$ cat src/rtl/accel_poll_sequencer_if.sv
// Transaction-request bus between the accelerometer sequencer and the I2C controller.
// The master side issues requests; the slave side (controller) accepts them and reports results.
interface accel_poll_sequencer_if;
  logic [6:0] i2c_dev_addr;
  logic [7:0] i2c_reg_addr;
  logic       i2c_r_w;
  logic [7:0] i2c_write_data;
  logic       i2c_start;
  logic [7:0] i2c_read_data;
  logic       i2c_done;
  logic       i2c_ready;

  modport master (
    output i2c_dev_addr, i2c_reg_addr, i2c_r_w, i2c_write_data, i2c_start,
    input  i2c_read_data, i2c_done, i2c_ready
  );

  modport slave (
    input  i2c_dev_addr, i2c_reg_addr, i2c_r_w, i2c_write_data, i2c_start,
    output i2c_read_data, i2c_done, i2c_ready
  );
endinterface

$ cat src/rtl/accel_poll_sequencer.sv
// ADXL345 sequencer: checks DEVID, writes three config registers, then polls the six
// data registers on a fixed tick and publishes signed X/Y/Z samples.
module accel_poll_sequencer #(
  parameter int unsigned SYS_CLK_SPEED   = 50000000,
  parameter int unsigned POLL_RATE_HZ    = 100,
  parameter logic [6:0]  DEV_ADDR_P      = 7'h1D,
  parameter logic [7:0]  EXPECTED_ID     = 8'hE5,
  parameter logic [7:0]  BW_RATE_VAL     = 8'h0A,
  parameter logic [7:0]  DATA_FORMAT_VAL = 8'h0B,
  parameter int unsigned TIMEOUT_CYCLES  = 1000000
) (
  input  logic                          clk,
  input  logic                          rst,
  accel_poll_sequencer_if.master        i2c,
  output logic [15:0]                   accel_x,
  output logic [15:0]                   accel_y,
  output logic [15:0]                   accel_z,
  output logic                          sample_valid,
  output logic                          init_done,
  output logic [7:0]                    dev_id,
  output logic                          fault,
  output logic [1:0]                    fault_code,
  output logic                          overrun
);

  localparam int unsigned POLL_DIV = SYS_CLK_SPEED / POLL_RATE_HZ;
  localparam int TICK_W = (POLL_DIV > 1) ? $clog2(POLL_DIV) : 1;
  localparam int TMO_W  = $clog2(TIMEOUT_CYCLES + 1);

  typedef enum logic [2:0] {
    S_TXN_ID, S_CFG_BW, S_CFG_FMT, S_CFG_PWR,
    S_WAIT_TICK, S_READ_DATA, S_PUBLISH, S_FAULT
  } state_e;

  typedef enum logic {PH_ISSUE, PH_WAIT} phase_e;

  state_e            state_q, state_d;
  phase_e            phase_q, phase_d;
  logic [TMO_W-1:0]  timer_q, timer_d;
  logic [2:0]        idx_q, idx_d;
  logic              start_q, start_d;
  logic [7:0]        reg_addr_q, reg_addr_d;
  logic              r_w_q, r_w_d;
  logic [7:0]        wdata_q, wdata_d;
  logic [7:0]        dev_id_q, dev_id_d;
  logic [1:0]        fault_code_q, fault_code_d;
  logic              init_done_q, init_done_d;
  logic              sample_valid_q, sample_valid_d;
  logic [15:0]       accel_x_q, accel_x_d;
  logic [15:0]       accel_y_q, accel_y_d;
  logic [15:0]       accel_z_q, accel_z_d;

  logic [TICK_W-1:0] tick_q;
  logic              pending_q;
  logic              overrun_q;
  logic              tick;
  logic              consume;

  logic [7:0]        shadow_q [6];
  logic              shadow_we;

  logic              txn_done;
  logic              launch;
  logic [7:0]        launch_reg;
  logic              launch_rw;
  logic [7:0]        launch_data;
  logic              enter_fault;
  logic [1:0]        fault_code_new;

  assign txn_done = (phase_q == PH_WAIT) && i2c.i2c_done && i2c.i2c_ready;
  assign tick     = (tick_q == TICK_W'(POLL_DIV - 1));

  always_comb begin
    state_d        = state_q;
    phase_d        = phase_q;
    timer_d        = timer_q;
    idx_d          = idx_q;
    start_d        = start_q;
    reg_addr_d     = reg_addr_q;
    r_w_d          = r_w_q;
    wdata_d        = wdata_q;
    dev_id_d       = dev_id_q;
    fault_code_d   = fault_code_q;
    init_done_d    = init_done_q;
    sample_valid_d = 1'b0;
    accel_x_d      = accel_x_q;
    accel_y_d      = accel_y_q;
    accel_z_d      = accel_z_q;
    consume        = 1'b0;
    shadow_we      = 1'b0;
    launch         = 1'b0;
    launch_reg     = 8'h00;
    launch_rw      = 1'b0;
    launch_data    = 8'h00;
    enter_fault    = 1'b0;
    fault_code_new = 2'b00;

    case (state_q)
      S_TXN_ID, S_CFG_BW, S_CFG_FMT, S_CFG_PWR, S_READ_DATA: begin
        timer_d = timer_q + TMO_W'(1);
        if (phase_q == PH_ISSUE) begin
          // Only the DEVID read after reset enters ISSUE with start low (reg 0x00 already loaded).
          if (!start_q) begin
            start_d = 1'b1;
            r_w_d   = 1'b1;
          end else if (!i2c.i2c_ready) begin
            phase_d = PH_WAIT;
            start_d = 1'b0;
          end
        end
        if (txn_done) begin
          case (state_q)
            S_TXN_ID: begin
              dev_id_d = i2c.i2c_read_data;
              if (i2c.i2c_read_data != EXPECTED_ID) begin
                enter_fault    = 1'b1;
                fault_code_new = 2'b01;
              end else begin
                state_d     = S_CFG_BW;
                launch      = 1'b1;
                launch_reg  = 8'h2C;
                launch_data = BW_RATE_VAL;
              end
            end
            S_CFG_BW: begin
              state_d     = S_CFG_FMT;
              launch      = 1'b1;
              launch_reg  = 8'h31;
              launch_data = DATA_FORMAT_VAL;
            end
            S_CFG_FMT: begin
              state_d     = S_CFG_PWR;
              launch      = 1'b1;
              launch_reg  = 8'h2D;
              launch_data = 8'h08;
            end
            S_CFG_PWR: begin
              state_d     = S_WAIT_TICK;
              init_done_d = 1'b1;
            end
            S_READ_DATA: begin
              shadow_we = 1'b1;
              if (idx_q == 3'd5) begin
                // Last byte bypasses the shadow so all axes land together one cycle after done.
                state_d        = S_PUBLISH;
                sample_valid_d = 1'b1;
                accel_x_d      = {shadow_q[1], shadow_q[0]};
                accel_y_d      = {shadow_q[3], shadow_q[2]};
                accel_z_d      = {i2c.i2c_read_data, shadow_q[4]};
              end else begin
                idx_d      = idx_q + 3'd1;
                launch     = 1'b1;
                launch_reg = 8'h33 + {5'b00000, idx_q};
                launch_rw  = 1'b1;
              end
            end
            default: ;
          endcase
        end else if (timer_q == TMO_W'(TIMEOUT_CYCLES - 1)) begin
          enter_fault    = 1'b1;
          fault_code_new = 2'b10;
        end
      end
      S_WAIT_TICK: begin
        if (pending_q) begin
          consume    = 1'b1;
          idx_d      = 3'd0;
          state_d    = S_READ_DATA;
          launch     = 1'b1;
          launch_reg = 8'h32;
          launch_rw  = 1'b1;
        end
      end
      S_PUBLISH: state_d = S_WAIT_TICK;
      default: ;
    endcase

    if (launch) begin
      phase_d    = PH_ISSUE;
      timer_d    = '0;
      start_d    = 1'b1;
      reg_addr_d = launch_reg;
      r_w_d      = launch_rw;
      wdata_d    = launch_data;
    end
    if (enter_fault) begin
      state_d      = S_FAULT;
      start_d      = 1'b0;
      fault_code_d = fault_code_new;
    end
  end

  always_ff @(posedge clk) begin
    if (rst) begin
      state_q        <= S_TXN_ID;
      phase_q        <= PH_ISSUE;
      timer_q        <= '0;
      idx_q          <= '0;
      start_q        <= 1'b0;
      reg_addr_q     <= 8'h00;
      r_w_q          <= 1'b0;
      wdata_q        <= 8'h00;
      dev_id_q       <= 8'h00;
      fault_code_q   <= 2'b00;
      init_done_q    <= 1'b0;
      sample_valid_q <= 1'b0;
      accel_x_q      <= 16'h0000;
      accel_y_q      <= 16'h0000;
      accel_z_q      <= 16'h0000;
    end else begin
      state_q        <= state_d;
      phase_q        <= phase_d;
      timer_q        <= timer_d;
      idx_q          <= idx_d;
      start_q        <= start_d;
      reg_addr_q     <= reg_addr_d;
      r_w_q          <= r_w_d;
      wdata_q        <= wdata_d;
      dev_id_q       <= dev_id_d;
      fault_code_q   <= fault_code_d;
      init_done_q    <= init_done_d;
      sample_valid_q <= sample_valid_d;
      accel_x_q      <= accel_x_d;
      accel_y_q      <= accel_y_d;
      accel_z_q      <= accel_z_d;
    end
  end

  always_ff @(posedge clk) begin
    if (shadow_we) shadow_q[idx_q] <= i2c.i2c_read_data;
  end

  // A tick coinciding with consumption re-arms pending; ticks before init never count as overrun.
  always_ff @(posedge clk) begin
    if (rst) begin
      tick_q    <= '0;
      pending_q <= 1'b0;
      overrun_q <= 1'b0;
    end else begin
      tick_q    <= tick ? '0 : tick_q + TICK_W'(1);
      pending_q <= tick | (pending_q & ~consume);
      if (tick && pending_q && !consume && init_done_q) overrun_q <= 1'b1;
    end
  end

  assign i2c.i2c_dev_addr   = DEV_ADDR_P;
  assign i2c.i2c_reg_addr   = reg_addr_q;
  assign i2c.i2c_r_w        = r_w_q;
  assign i2c.i2c_write_data = wdata_q;
  assign i2c.i2c_start      = start_q;

  assign accel_x      = accel_x_q;
  assign accel_y      = accel_y_q;
  assign accel_z      = accel_z_q;
  assign sample_valid = sample_valid_q;
  assign init_done    = init_done_q;
  assign dev_id       = dev_id_q;
  assign fault        = (state_q == S_FAULT);
  assign fault_code   = fault_code_q;
  assign overrun      = overrun_q;

endmodule

$ cat src/flat_wrapper.sv
// flat-port wrapper written by rule: the top's interface ports become plain ports
module accel_poll_sequencer_flat 
#(
  parameter int unsigned SYS_CLK_SPEED   = 50000000,
  parameter int unsigned POLL_RATE_HZ    = 100,
  parameter logic [6:0]  DEV_ADDR_P      = 7'h1D,
  parameter logic [7:0]  EXPECTED_ID     = 8'hE5,
  parameter logic [7:0]  BW_RATE_VAL     = 8'h0A,
  parameter logic [7:0]  DATA_FORMAT_VAL = 8'h0B,
  parameter int unsigned TIMEOUT_CYCLES  = 1000000
)
  (clk, rst, accel_x, accel_y, accel_z, sample_valid, init_done, dev_id, fault, fault_code, overrun, i2c_i2c_dev_addr, i2c_i2c_reg_addr, i2c_i2c_r_w, i2c_i2c_write_data, i2c_i2c_start, i2c_i2c_read_data, i2c_i2c_done, i2c_i2c_ready);
  accel_poll_sequencer_if i2c_i ();
  input  logic clk;
  input  logic rst;
  output logic [15:0] accel_x;
  output logic [15:0] accel_y;
  output logic [15:0] accel_z;
  output logic sample_valid;
  output logic init_done;
  output logic [7:0] dev_id;
  output logic fault;
  output logic [1:0] fault_code;
  output logic overrun;
  output wire logic [$bits(i2c_i.i2c_dev_addr)-1:0] i2c_i2c_dev_addr;
  output wire logic [$bits(i2c_i.i2c_reg_addr)-1:0] i2c_i2c_reg_addr;
  output wire logic [$bits(i2c_i.i2c_r_w)-1:0] i2c_i2c_r_w;
  output wire logic [$bits(i2c_i.i2c_write_data)-1:0] i2c_i2c_write_data;
  output wire logic [$bits(i2c_i.i2c_start)-1:0] i2c_i2c_start;
  input wire logic [$bits(i2c_i.i2c_read_data)-1:0] i2c_i2c_read_data;
  input wire logic [$bits(i2c_i.i2c_done)-1:0] i2c_i2c_done;
  input wire logic [$bits(i2c_i.i2c_ready)-1:0] i2c_i2c_ready;
  assign i2c_i2c_dev_addr = i2c_i.i2c_dev_addr;
  assign i2c_i2c_reg_addr = i2c_i.i2c_reg_addr;
  assign i2c_i2c_r_w = i2c_i.i2c_r_w;
  assign i2c_i2c_write_data = i2c_i.i2c_write_data;
  assign i2c_i2c_start = i2c_i.i2c_start;
  assign i2c_i.i2c_read_data = i2c_i2c_read_data;
  assign i2c_i.i2c_done = i2c_i2c_done;
  assign i2c_i.i2c_ready = i2c_i2c_ready;
  accel_poll_sequencer #(.SYS_CLK_SPEED(SYS_CLK_SPEED), .POLL_RATE_HZ(POLL_RATE_HZ), .DEV_ADDR_P(DEV_ADDR_P), .EXPECTED_ID(EXPECTED_ID), .BW_RATE_VAL(BW_RATE_VAL), .DATA_FORMAT_VAL(DATA_FORMAT_VAL), .TIMEOUT_CYCLES(TIMEOUT_CYCLES)) u_core (.clk(clk), .rst(rst), .i2c(i2c_i), .accel_x(accel_x), .accel_y(accel_y), .accel_z(accel_z), .sample_valid(sample_valid), .init_done(init_done), .dev_id(dev_id), .fault(fault), .fault_code(fault_code), .overrun(overrun));
endmodule
$ cat config.mk
export PLATFORM = sky130hd
export DESIGN_NAME = accel_poll_sequencer_flat
export DESIGN_NICKNAME = d
export VERILOG_FILES = /design/src/rtl/accel_poll_sequencer_if.sv /design/src/rtl/accel_poll_sequencer.sv /design/src/flat_wrapper.sv
export SDC_FILE = /design/constraint.sdc
export NUM_CORES = 1
export LEC_CHECK = 0
export CAP_MARGIN = 15
export CELL_PAD_IN_SITES_DETAIL_PLACEMENT = 2
export CELL_PAD_IN_SITES_GLOBAL_PLACEMENT = 2
export CORE_ASPECT_RATIO = 1.5
export CORE_MARGIN = 2
export CORE_UTILIZATION = 30
export DETAILED_ROUTE_END_ITERATION = 10
export GPL_TIMING_DRIVEN = 0
export PLACE_DENSITY = 0.85
export SYNTH_ARGS = -nofsm -noshare
export SYNTH_HDL_FRONTEND = slang
export SYNTH_SLANG_ARGS = --single-unit
$ cat constraint.sdc
create_clock -name clk -period 3.35 [get_ports clk]
set_clock_uncertainty 0.1 [all_clocks]
set_input_delay 1.005 -clock clk [delete_from_list [all_inputs] [get_ports clk]]
set_output_delay 1.005 -clock clk [all_outputs]
set_load 0.005 [all_outputs]
==> impl_metrics.json, run 1 <==
{
  "numCtsBuffers": 17,
  "worst_skew_pair.late_latency_ps": 430,
  "synth_largest_area_cell": "dfxtp_1",
  "grt_overflow": 0,
  "n_antenna_cell": 0,
  "drive_gt1_frac": 0.1079,
  "clk_path_buf_depth": 2,
  "h-tree-depth": 4,
  "path_cells": "clkdlybuf4s50_1 > and4bb_2 > and3_1 > o31ai_1 > buf_4 > a22oi_1 > nor2_1",
  "place.gp.congestion": 0.8216,
  "arrival_ps": 3400,
  "status": "complete, no violations",
  "cellPowerDensity_nw_per_um2": 499.9,
  "synth_area_leaders": "dfxtp_1 38%, edfxtp_1 19%, nand2_1 7.5%, a21oi_1 5.7%, xor2_1 3.7%",
  "synth_area_per_cell_sq_um": 9.562,
  "slew_violations": 0,
  "cap_violations": 0,
  "die_y_um": 181.9,
  "wl_um": 20130,
  "setup.worst_path.class": "primary input to flip-flop",
  "hold_path_class": "flip-flop to flip-flop",
  "required_ps": 3600,
  "worstMarginPinSlew_ps": 1096,
  "rows": 65,
  "grt_pass1_vias": 5806,
  "holdPathEnd": "u_core.i2c.i2c_reg_addr[5]$_SDFFE_PP0P_",
  "hold_violations": 0,
  "critical_path.slowest_cell": "clkdlybuf4s50_1",
  "grt_pass1_wl_um": 32110,
  "postPlaceCellArea_sq_um": 7572,
  "r2r_end": "accel_y[9]$_SDFFE_PP0P_",
  "initial_core_util": 0.3028,
  "num_vias": 5305,
  "relSlewSlack": 0.2635,
  "wire_per_inst_um": 19.06,
  "grt_max_degree": 20,
  "firstDrtPassIters": 4,
  "reg2reg_setup_slack_ps": 730,
  "antenna_found_initial": 0,
  "setup_tns_ps": 0,
  "track_usage": 0.1882,
  "slowest_delay_ps": 840,
  "postLayoutCoreUtil": 0.3895,
  "cts_tree": "done",
  "r2r_cells": 8,
  "cp.depth": 7,
  "min_from": "u_core.i2c.i2c_reg_addr[5]$_SDFFE_PP0P_",
  "final_cell_mix": "126 x nand2_1, 119 x dfxtp_1, 83 x clkdlybuf4s50_1",
  "avgViaCountPerCell": 5.024,
  "synth_edf_count": 40,
  "rsz0062_at_grt": "false",
  "die_w_um": 122.6,
  "drc_errors": 0,
  "vdd_drop_max_mv": 0.3205,
  "synth_cell_types": 59,
  "dp_hpwl_um": 14270,
  "async_reset_ff_frac": 0,
  "r2r-start": "u_core.idx_q[1]$_SDFFE_PP0P_",
  "path_clk_slew_ps": 60,
  "start_kind": "primary input",
  "cp-end-kind": "flip-flop",
  "fp.coreArea_sq_um": 20900,
  "mostFrequentLayoutCell": "nand2_1",
  "yosysWarnings": 0,
  "worstPathMaxFanout": 10,
  "cts_resized": 0,
  "netlist_instances": 662,
  "nNetsFinal": 792,
  "yosysSeqAreaShare": 0.5661,
  "hold_buffers": 0,
  "fmax_mhz": 317.9,
  "ys.flop_type": "dfxtp_1",
  "io_buffers": 83,
  "setup_viol": 0,
  "die_area_sq_um": 22300,
  "final_area_sq_um": 8140,
  "ctsRootBufferMaster": "clkbuf_16",
  "netlist_area_sq_um": 6330,
  "drt_iter0_drc": 311,
  "p_leak_nw": 2.751,
  "critPathBufInv": 2,
  "finalCritPeriodShare": 0.9389,
  "synth_top_area_share": 0.3764,
  "cts_setup_buffers": 0,
  "cts_sinks": 159,
  "synth_seq_cells": 159,
  "cp_top_family": "buffers and inverters",
  "finalCriticalPeriod_ps": 3145,
  "ios": 99,
  "hold_depth": 2,
  "postRouteAntennaNets": 0,
  "area_delta_synth_final_pct": 28.60
}
==> how the worst max path moves through the flow <==
stage | from | to | slack (ps)
6_report | i2c_i2c_read_data[3] | u_core.i2c.i2c_write_data[0]$_SDFFE_PP0P_ | 200
5_1_grt | u_core.state_q[2]$_SDFFE_PP0P_ | fault | 80
4_1_cts | u_core.state_q[2]$_SDFFE_PP0P_ | fault | 180
3_5_place_dp | i2c_i2c_read_data[3] | u_core.timer_q[13]$_SDFFE_PP0P_ | -220
3_3_place_gp | i2c_i2c_ready | u_core.shadow_q[4][2]$_DFFE_PP_ | -500
2_1_floorplan | i2c_i2c_ready | u_core.shadow_q[4][0]$_DFFE_PP_ | 480
==> state kept, by name (all words and copies together) (netlist names), 2 cells and up <==
| name | count |
|---|---|
| accel_x | 16 |
| accel_y | 16 |
| u_core.state_q | 3 |
| u_core.i2c.i2c_reg_addr | 6 |
| u_core.i2c.i2c_write_data | 3 |
| u_core.dev_id | 8 |
| accel_z | 8 |
| u_core.idx_q | 3 |
| u_core.accel_z | 8 |
| u_core.fault_code | 2 |
| u_core.timer_q | 20 |
| u_core.shadow_q | 40 |
| u_core.tick_q | 19 |
==> report_power, final <==
| group | total [mW] | leakage, nW | internal [mW] | switching (mW) |
|---|---|---|---|---|
| registers | 1.99 | 1.32 | 1.98 | 0.0146 |
| clock network | 1.92 | 0.265 | 1.05 | 0.874 |
| logic | 0.156 | 1.17 | 0.0584 | 0.0975 |
==> synth_stat cells (all sizes together), types with 8 or more instances <==
cell type    n
nand3       31
inv         13
o21ai       10
nand4       17
a21oi       72
nand2      127
edfxtp      40
xor2        27
dfxtp      119
xnor2       10
buf         35
nor4         8
nor2        59
nor3        10
clkbuf      15
==> kinds of logic (layout without fill, tap and decap cells) <==
| group | after synthesis | count (layout) | synth area share |
|---|---|---|---|
| and+or+nand+nor | 283 | 283 | 0.2109 |
| adders and majority gates | 5 | 5 | 0.009883 |
| DFF | 159 | 159 | 0.5661 |
| buffers and inverters | 63 | 177 | 0.05475 |
| other | 2 | 14 | 0.001186 |
| xor gates and xnor gates | 37 | 37 | 0.05120 |
| AOI/OAI and AO/OA | 112 | 112 | 0.1044 |
| muxes | 1 | 1 | 0.001581 |
==> through the flow <==
stage          power [mW]  std cells  hold WS [ps]  setup WS, ps
2_1_floorplan       2.116        674         329.9         482.4
3_3_place_gp        2.185       1025         335.2        -501.8
3_5_place_dp        2.191       1025         346.4        -223.2
4_1_cts             4.117       1056         361.6         179.1
5_1_grt             4.199       1056         377.7         78.92
6_report            4.070       1056         356.0         204.5
==> final cells by class <==
class	count	area [sq um]
Fill cell	2268	12760
Sequential cell	159	3583
Multi-Input combinational cell	452	2476
Timing Repair Buffer	83	830.8
Clock buffer	18	429.2
Tap cell	268	335.3
Buffer	49	294.0
Clock inverter	14	142.6
Inverter	13	48.80
==> routing by layer <==
metal / share of wire / routed length [um] / global-route usage / vias up
met1: 0.37 / 7499 / 0.1915 / 2686
met4: 0.026 / 527 / 0.07770 / 0
met5: 0 / 0 / 0 / -
li1: - / - / - / 2477
met2: 0.57 / 11470 / 0.3631 / 111
met3: 0.031 / 628 / 0.03675 / 31
==> tightest hold or removal path: stages, from the launching register on <==
cell     delay, ps
dfxtp_1        310
inv_1           50
a21oi_1         50
No activity file was read; power rests on OpenSTA's default activity.
==> run 2, diff against run 1 <==
- CORE_UTILIZATION: 30 -> 33
- PLACE_DENSITY: 0.85 -> 0.91
==> run 2 against run 1 <==
Compared with the run above:
- sequential power is essentially flat
- critical path depth down 3
- clock power increased by 9%
- critical endpoint is now fault
- via count is 2.0% higher
- non-clock buffer count unchanged
- sequential share of layout area shrank 0.21 points
- wire length up 9.9%
- first-iteration DRC count shrank 8.0%
- sequential cell count unchanged
- worst setup slack got worse by 70 ps
- clock-buffer cell count unchanged
==> impl_metrics.json, run 2 (synthesis gave the netlist of run 1 again) <==
{
  "hold_path_class": "flip-flop to flip-flop",
  "cellPowerDensity_nw_per_um2": 519.7,
  "regMostFlops": "u_core.shadow_q",
  "io_buffers": 83,
  "worst_slack_ps": 134.4,
  "drive_gt1_frac": 0.1079,
  "firstDrtPassIters": 4,
  "dp_hpwl_um": 14560,
  "path_clk_slew_ps": 70,
  "area_delta_synth_final_pct": 29.22,
  "nNetsFinal": 792,
  "grt_pass1_vias": 6033,
  "hold_violations": 0,
  "worstPathMaxFanout": 19,
  "die_area_sq_um": 20330,
  "critical_path.slowest_cell": "clkdlybuf4s50_1",
  "finalCritPeriodShare": 0.9599,
  "die_y_um": 173.6,
  "total_power_mw": 4.251,
  "h-tree-depth": 4,
  "final_area_sq_um": 8179,
  "postPlaceCellArea_sq_um": 7557,
  "die_w_um": 117.1,
  "postLayoutCoreUtil": 0.4303,
  "worst_skew_pair.late_latency_ps": 430,
  "rows": 62,
  "cts_sinks": 159,
  "p_leak_nw": 2.785,
  "n_antenna_cell": 0,
  "cts_tree": "done",
  "arrival_ps": 2110,
  "start_kind": "flip-flop",
  "drc_errors": 0,
  "grt_pass1_wl_um": 34690,
  "wire_per_inst_um": 21.18,
  "required_ps": 2240,
  "reg_top3": "u_core.shadow_q (40), u_core.timer_q (20), u_core.tick_q (19)",
  "fp.coreArea_sq_um": 19010,
  "wl_um": 22120,
  "num_vias": 5412,
  "rsz0062_at_grt": "false",
  "fmax_mhz": 311.0,
  "finalCriticalPeriod_ps": 3216,
  "vdd_drop_max_mv": 0.3324,
  "grt_max_degree": 20,
  "antenna_found_initial": 0,
  "cts_setup_buffers": 0,
  "clk_path_buf_depth": 2,
  "place.gp.congestion": 0.8627,
  "slew_violations": 0,
  "cts_resized": 0,
  "slowest_delay_ps": 520,
  "postRouteAntennaNets": 0,
  "numCtsBuffers": 17,
  "hold_depth": 2,
  "worstMarginPinSlew_ps": 1157,
  "relSlewSlack": 0.2223,
  "path_cells": "buf_4 > buf_2 > and3_1 > clkdlybuf4s50_1",
  "pre_cts_ws_ps": -143.5,
  "ctsRootBufferMaster": "clkbuf_16",
  "drt_iter0_drc": 286,
  "grt_overflow": 0,
  "cp-end-kind": "output port",
  "initial_core_util": 0.3330,
  "ios": 99,
  "avgViaCountPerCell": 5.184,
  "largest_register_ff_count": 40,
  "status": "complete, no violations",
  "r2r_cells": 8,
  "track_usage": 0.2258,
  "cap_violations": 0,
  "setup_viol": 0,
  "setup.worst_path.class": "flip-flop to output port",
  "final_cell_mix": "126 x nand2_1, 119 x dfxtp_1, 83 x clkdlybuf4s50_1",
  "mostFrequentLayoutCell": "nand2_1"
}
==> run 2: cell count changes in the layout (fill, tap and decap cells not counted) <==
cell	previous run	this run
clkinvlp_4	5	2
bufinv_16	1	3
clkinv_4	0	2
inv_6	6	4
clkinv_8	0	1
==> run 2: worst paths after layout <==
check | from | to | slack [ps]
max | u_core.state_q[2]$_SDFFE_PP0P_ | fault | 130
min | u_core.i2c.i2c_reg_addr[5]$_SDFFE_PP0P_ | u_core.i2c.i2c_reg_addr[5]$_SDFFE_PP0P_ | 360
max reg2reg | u_core.idx_q[1]$_SDFFE_PP0P_ | accel_y[10]$_SDFFE_PP0P_ | 750
min reg2reg | u_core.i2c.i2c_reg_addr[5]$_SDFFE_PP0P_ | u_core.i2c.i2c_reg_addr[5]$_SDFFE_PP0P_ | 360
==> run 2: metrics by stage <==
stage               TNS, ps  hold WS [ps]  cells
floorplan                 0         329.9    674
global placement     -18330         339.7   1013
detailed placement    -5709         347.9   1013
CTS                       0         358.6   1044
global route              0         384.1   1044
finish                    0         355.9   1044
==> run 2: area by class of cell <==
| class | count | area [sq um] |
|---|---|---|
| Tap cell | 256 | 320.3 |
| Multi-Input combinational cell | 452 | 2476 |
| Fill cell | 2014 | 10830 |
| Clock buffer | 18 | 429.2 |
| Inverter | 13 | 48.80 |
| Sequential cell | 159 | 3583 |
| Timing Repair Buffer | 83 | 830.8 |
| Buffer | 49 | 294.0 |
| Clock inverter | 14 | 196.4 |
==> run 2: repair_timing <==
action	CTS	global route
hold buffers	0	0
endpoints found under the hold margin	0	0
endpoints found under the setup margin	1	0
==> run 2: where the power goes <==
group | switching (mW) | total, mW | internal, mW | leakage [nW]
Combinational | 0.102 | 0.161 | 0.0583 | 1.17
Sequential | 0.0151 | 1.99 | 1.98 | 1.32
Clock | 0.895 | 2.10 | 1.20 | 0.299
==> run 2: critical path, delay by kind of cell, from the launching register on <==
kind / cells / cell delay [ps]
buffers and inverters: 3 / 1090
DFF: 1 / 330
and+or+nand+nor: 1 / 260
==> run 2: per-layer routing <==
layer	GRT usage	share of wire	vias up
li1	-	-	2477
met1	0.2317	0.36	2731
met2	0.4277	0.56	148
met3	0.04021	0.033	56
met4	0.1049	0.040	0
met5	0	0	-
==> run 3, diff against run 2 <==
--- a/config.mk
+++ b/config.mk
@@ -11,8 +11,7 @@
 export CORE_ASPECT_RATIO = 1.5
 export CORE_MARGIN = 2
-export CORE_UTILIZATION = 33
+export CORE_UTILIZATION = 36
 export DETAILED_ROUTE_END_ITERATION = 10
-export GPL_TIMING_DRIVEN = 0
-export PLACE_DENSITY = 0.91
+export PLACE_DENSITY = 0.95
 export SYNTH_ARGS = -nofsm -noshare
 export SYNTH_HDL_FRONTEND = slang
==> constraint.sdc (replaced) <==
create_clock -name clk -period 4.1 [get_ports clk]
set_clock_uncertainty 0.1 [all_clocks]
set_input_delay 1.23 -clock clk [delete_from_list [all_inputs] [get_ports clk]]
set_output_delay 1.23 -clock clk [all_outputs]
set_load 0.1 [all_outputs]
==> run 3 against run 2 <==
Compared with the run above:
- first-iteration DRC count is 3.1% lower
- worst setup slack better by 670 ps
- critical path depth is 3 lower
- worst hold slack better by 6.9 ps
- via count is 1.2% lower
- combinational power is 24% higher
- sequential power is 18% lower
- register-to-register slack better by 800 ps
- sequential cell count stayed put
- final area is 3.6% lower
==> impl_metrics.json, run 3 (synthesis gave the netlist of run 1 again) <==
{
  "status": "complete, no violations",
  "numCtsBuffers": 17,
  "met3_usage": 0.05730,
  "vdd_drop_max_mv": 0.3629,
  "ctsRootBufferMaster": "clkbuf_16",
  "rsz0062_at_grt": "false",
  "avgViaCountPerCell": 5.493,
  "relSlewSlack": 0.3335,
  "grt_max_degree": 50,
  "postRouteAntennaNets": 0,
  "mostFrequentLayoutCell": "nand2_1",
  "worst_skew_pair.late_latency_ps": 440,
  "track_usage": 0.2389,
  "critPathBufInv": 1,
  "dp_hpwl_um": 14720,
  "critical_path.startpoint": "accel_z[0]$_SDFFE_PP0P_",
  "rows": 59,
  "min_from": "accel_z[7]$_SDFFE_PP0P_",
  "h-tree-depth": 4,
  "setup.worst_path.class": "flip-flop to output port",
  "drc_errors": 0,
  "area_delta_synth_final_pct": 24.59,
  "grt_use_met1": 0.2371,
  "n_antenna_cell": 0,
  "start_kind": "flip-flop",
  "hold_violations": 0,
  "ios": 99,
  "cp_top_family": "buffers and inverters",
  "layout.cells.non_filler": 973,
  "postLayoutCoreUtil": 0.4565,
  "drive_gt1_frac": 0.1289,
  "place.gp.congestion": 0.8221,
  "drt_iter0_drc": 277,
  "wire_per_inst_um": 22.77,
  "path_cells": "clkdlybuf4s50_1",
  "num-fill-cells": 1843,
  "grt_use_met2": 0.4683,
  "worstMarginPinSlew_ps": 996.7,
  "p_leak_nw": 2.754,
  "reg_top3": "u_core.shadow_q (40), u_core.timer_q (20), u_core.tick_q (19)",
  "cts_setup_buffers": 0,
  "hold_path_class": "flip-flop to flip-flop",
  "hold_buffers": 0,
  "wl_um": 22160,
  "antenna_found_initial": 0,
  "required_ps": 2770,
  "critical_path.slowest_cell": "clkdlybuf4s50_1",
  "dp_cells": 941,
  "fmax_mhz": 303.2,
  "firstDrtPassIters": 5,
  "r2r-start": "u_core.state_q[0]$_SDFFE_PP0P_",
  "postPlaceCellArea_sq_um": 7281,
  "nNetsFinal": 764,
  "finalCritPeriodShare": 0.8045,
  "slew_violations": 0,
  "path_clk_slew_ps": 70,
  "total_power_mw": 3.478,
  "cts_sinks": 159,
  "setup_viol": 0,
  "final_cell_mix": "126 x nand2_1, 119 x dfxtp_1, 72 x a21oi_1",
  "cellPowerDensity_nw_per_um2": 441.0,
  "cts_tree": "done",
  "initial_core_util": 0.3664,
  "io_buffers": 84,
  "regMostFlops": "u_core.shadow_q",
  "busiest_layer": "met2",
  "worstPathMaxFanout": 2,
  "finalCriticalPeriod_ps": 3298,
  "clk_path_buf_depth": 2,
  "die_y_um": 166.4,
  "slowest_delay_ps": 1160,
  "cap_violations": 0,
  "largest_register_ff_count": 40,
  "fp.coreArea_sq_um": 17270,
  "arrival_ps": 1970,
  "final_area_sq_um": 7886,
  "grt_pass1_vias": 6010,
  "cp-end-kind": "output port",
  "grt_overflow": 0,
  "setup_tns_ps": 0,
  "cts_resized": 0,
  "grt_pass1_wl_um": 34440,
  "die_area_sq_um": 18680,
  "num_vias": 5345,
  "die_w_um": 112.3
}
## run 3: cell count changes in the layout (fill, tap and decap cells not counted), moves of 3 or more
cell / before / now
buf_2: 10 / 2
nor4_2: 5 / 1
clkbuf_1: 15 / 0
nor4_1: 3 / 7
buf_4: 20 / 45
buf_6: 3 / 0
clkdlybuf4s50_1: 83 / 56
## run 3: per-layer routing
metal,part of all wire,wire (um)
met2,0.57,12660
met5,0,0
met1,0.36,7928
met4,0.027,605
met3,0.044,964
## run 3: worst paths after layout
path                              end  slack (ps)  cells after the start
max reg2reg  accel_y[10]$_SDFFE_PP0P_        1550                      6
max                        accel_z[0]         800                      1
min reg2reg   accel_z[7]$_SDFFE_PP0P_         360                      2
min           accel_z[7]$_SDFFE_PP0P_         360                      2
## run 3: power breakdown
part           total [mW]  switching, mW  leakage, nW  internal [mW]
Combinational       0.200          0.161         1.14         0.0383
Clock                1.65          0.713        0.295          0.932
Sequential           1.63         0.0165         1.32           1.62
## run 3: through the flow
step                      setup slack [ps]  hold WS (ps)
final                                801.7         362.8
after global routing                 759.3         381.7
after CTS                            769.1         367.2
after detailed placement             586.1         349.6
after global placement               748.0         342.8
after floorplan                       1007         329.9
## run 3: cell type report
cell class,instances,area (sq um),area share
Clock buffer,18,439.2,0.05569
Timing Repair Buffer,104,928.4,0.1177
Tap cell,213,266.5,0.03379
Sequential cell,159,3583,0.4544
Clock inverter,14,166.4,0.02110
Multi-Input combinational cell,452,2454,0.3111
Inverter,13,48.80,0.006188
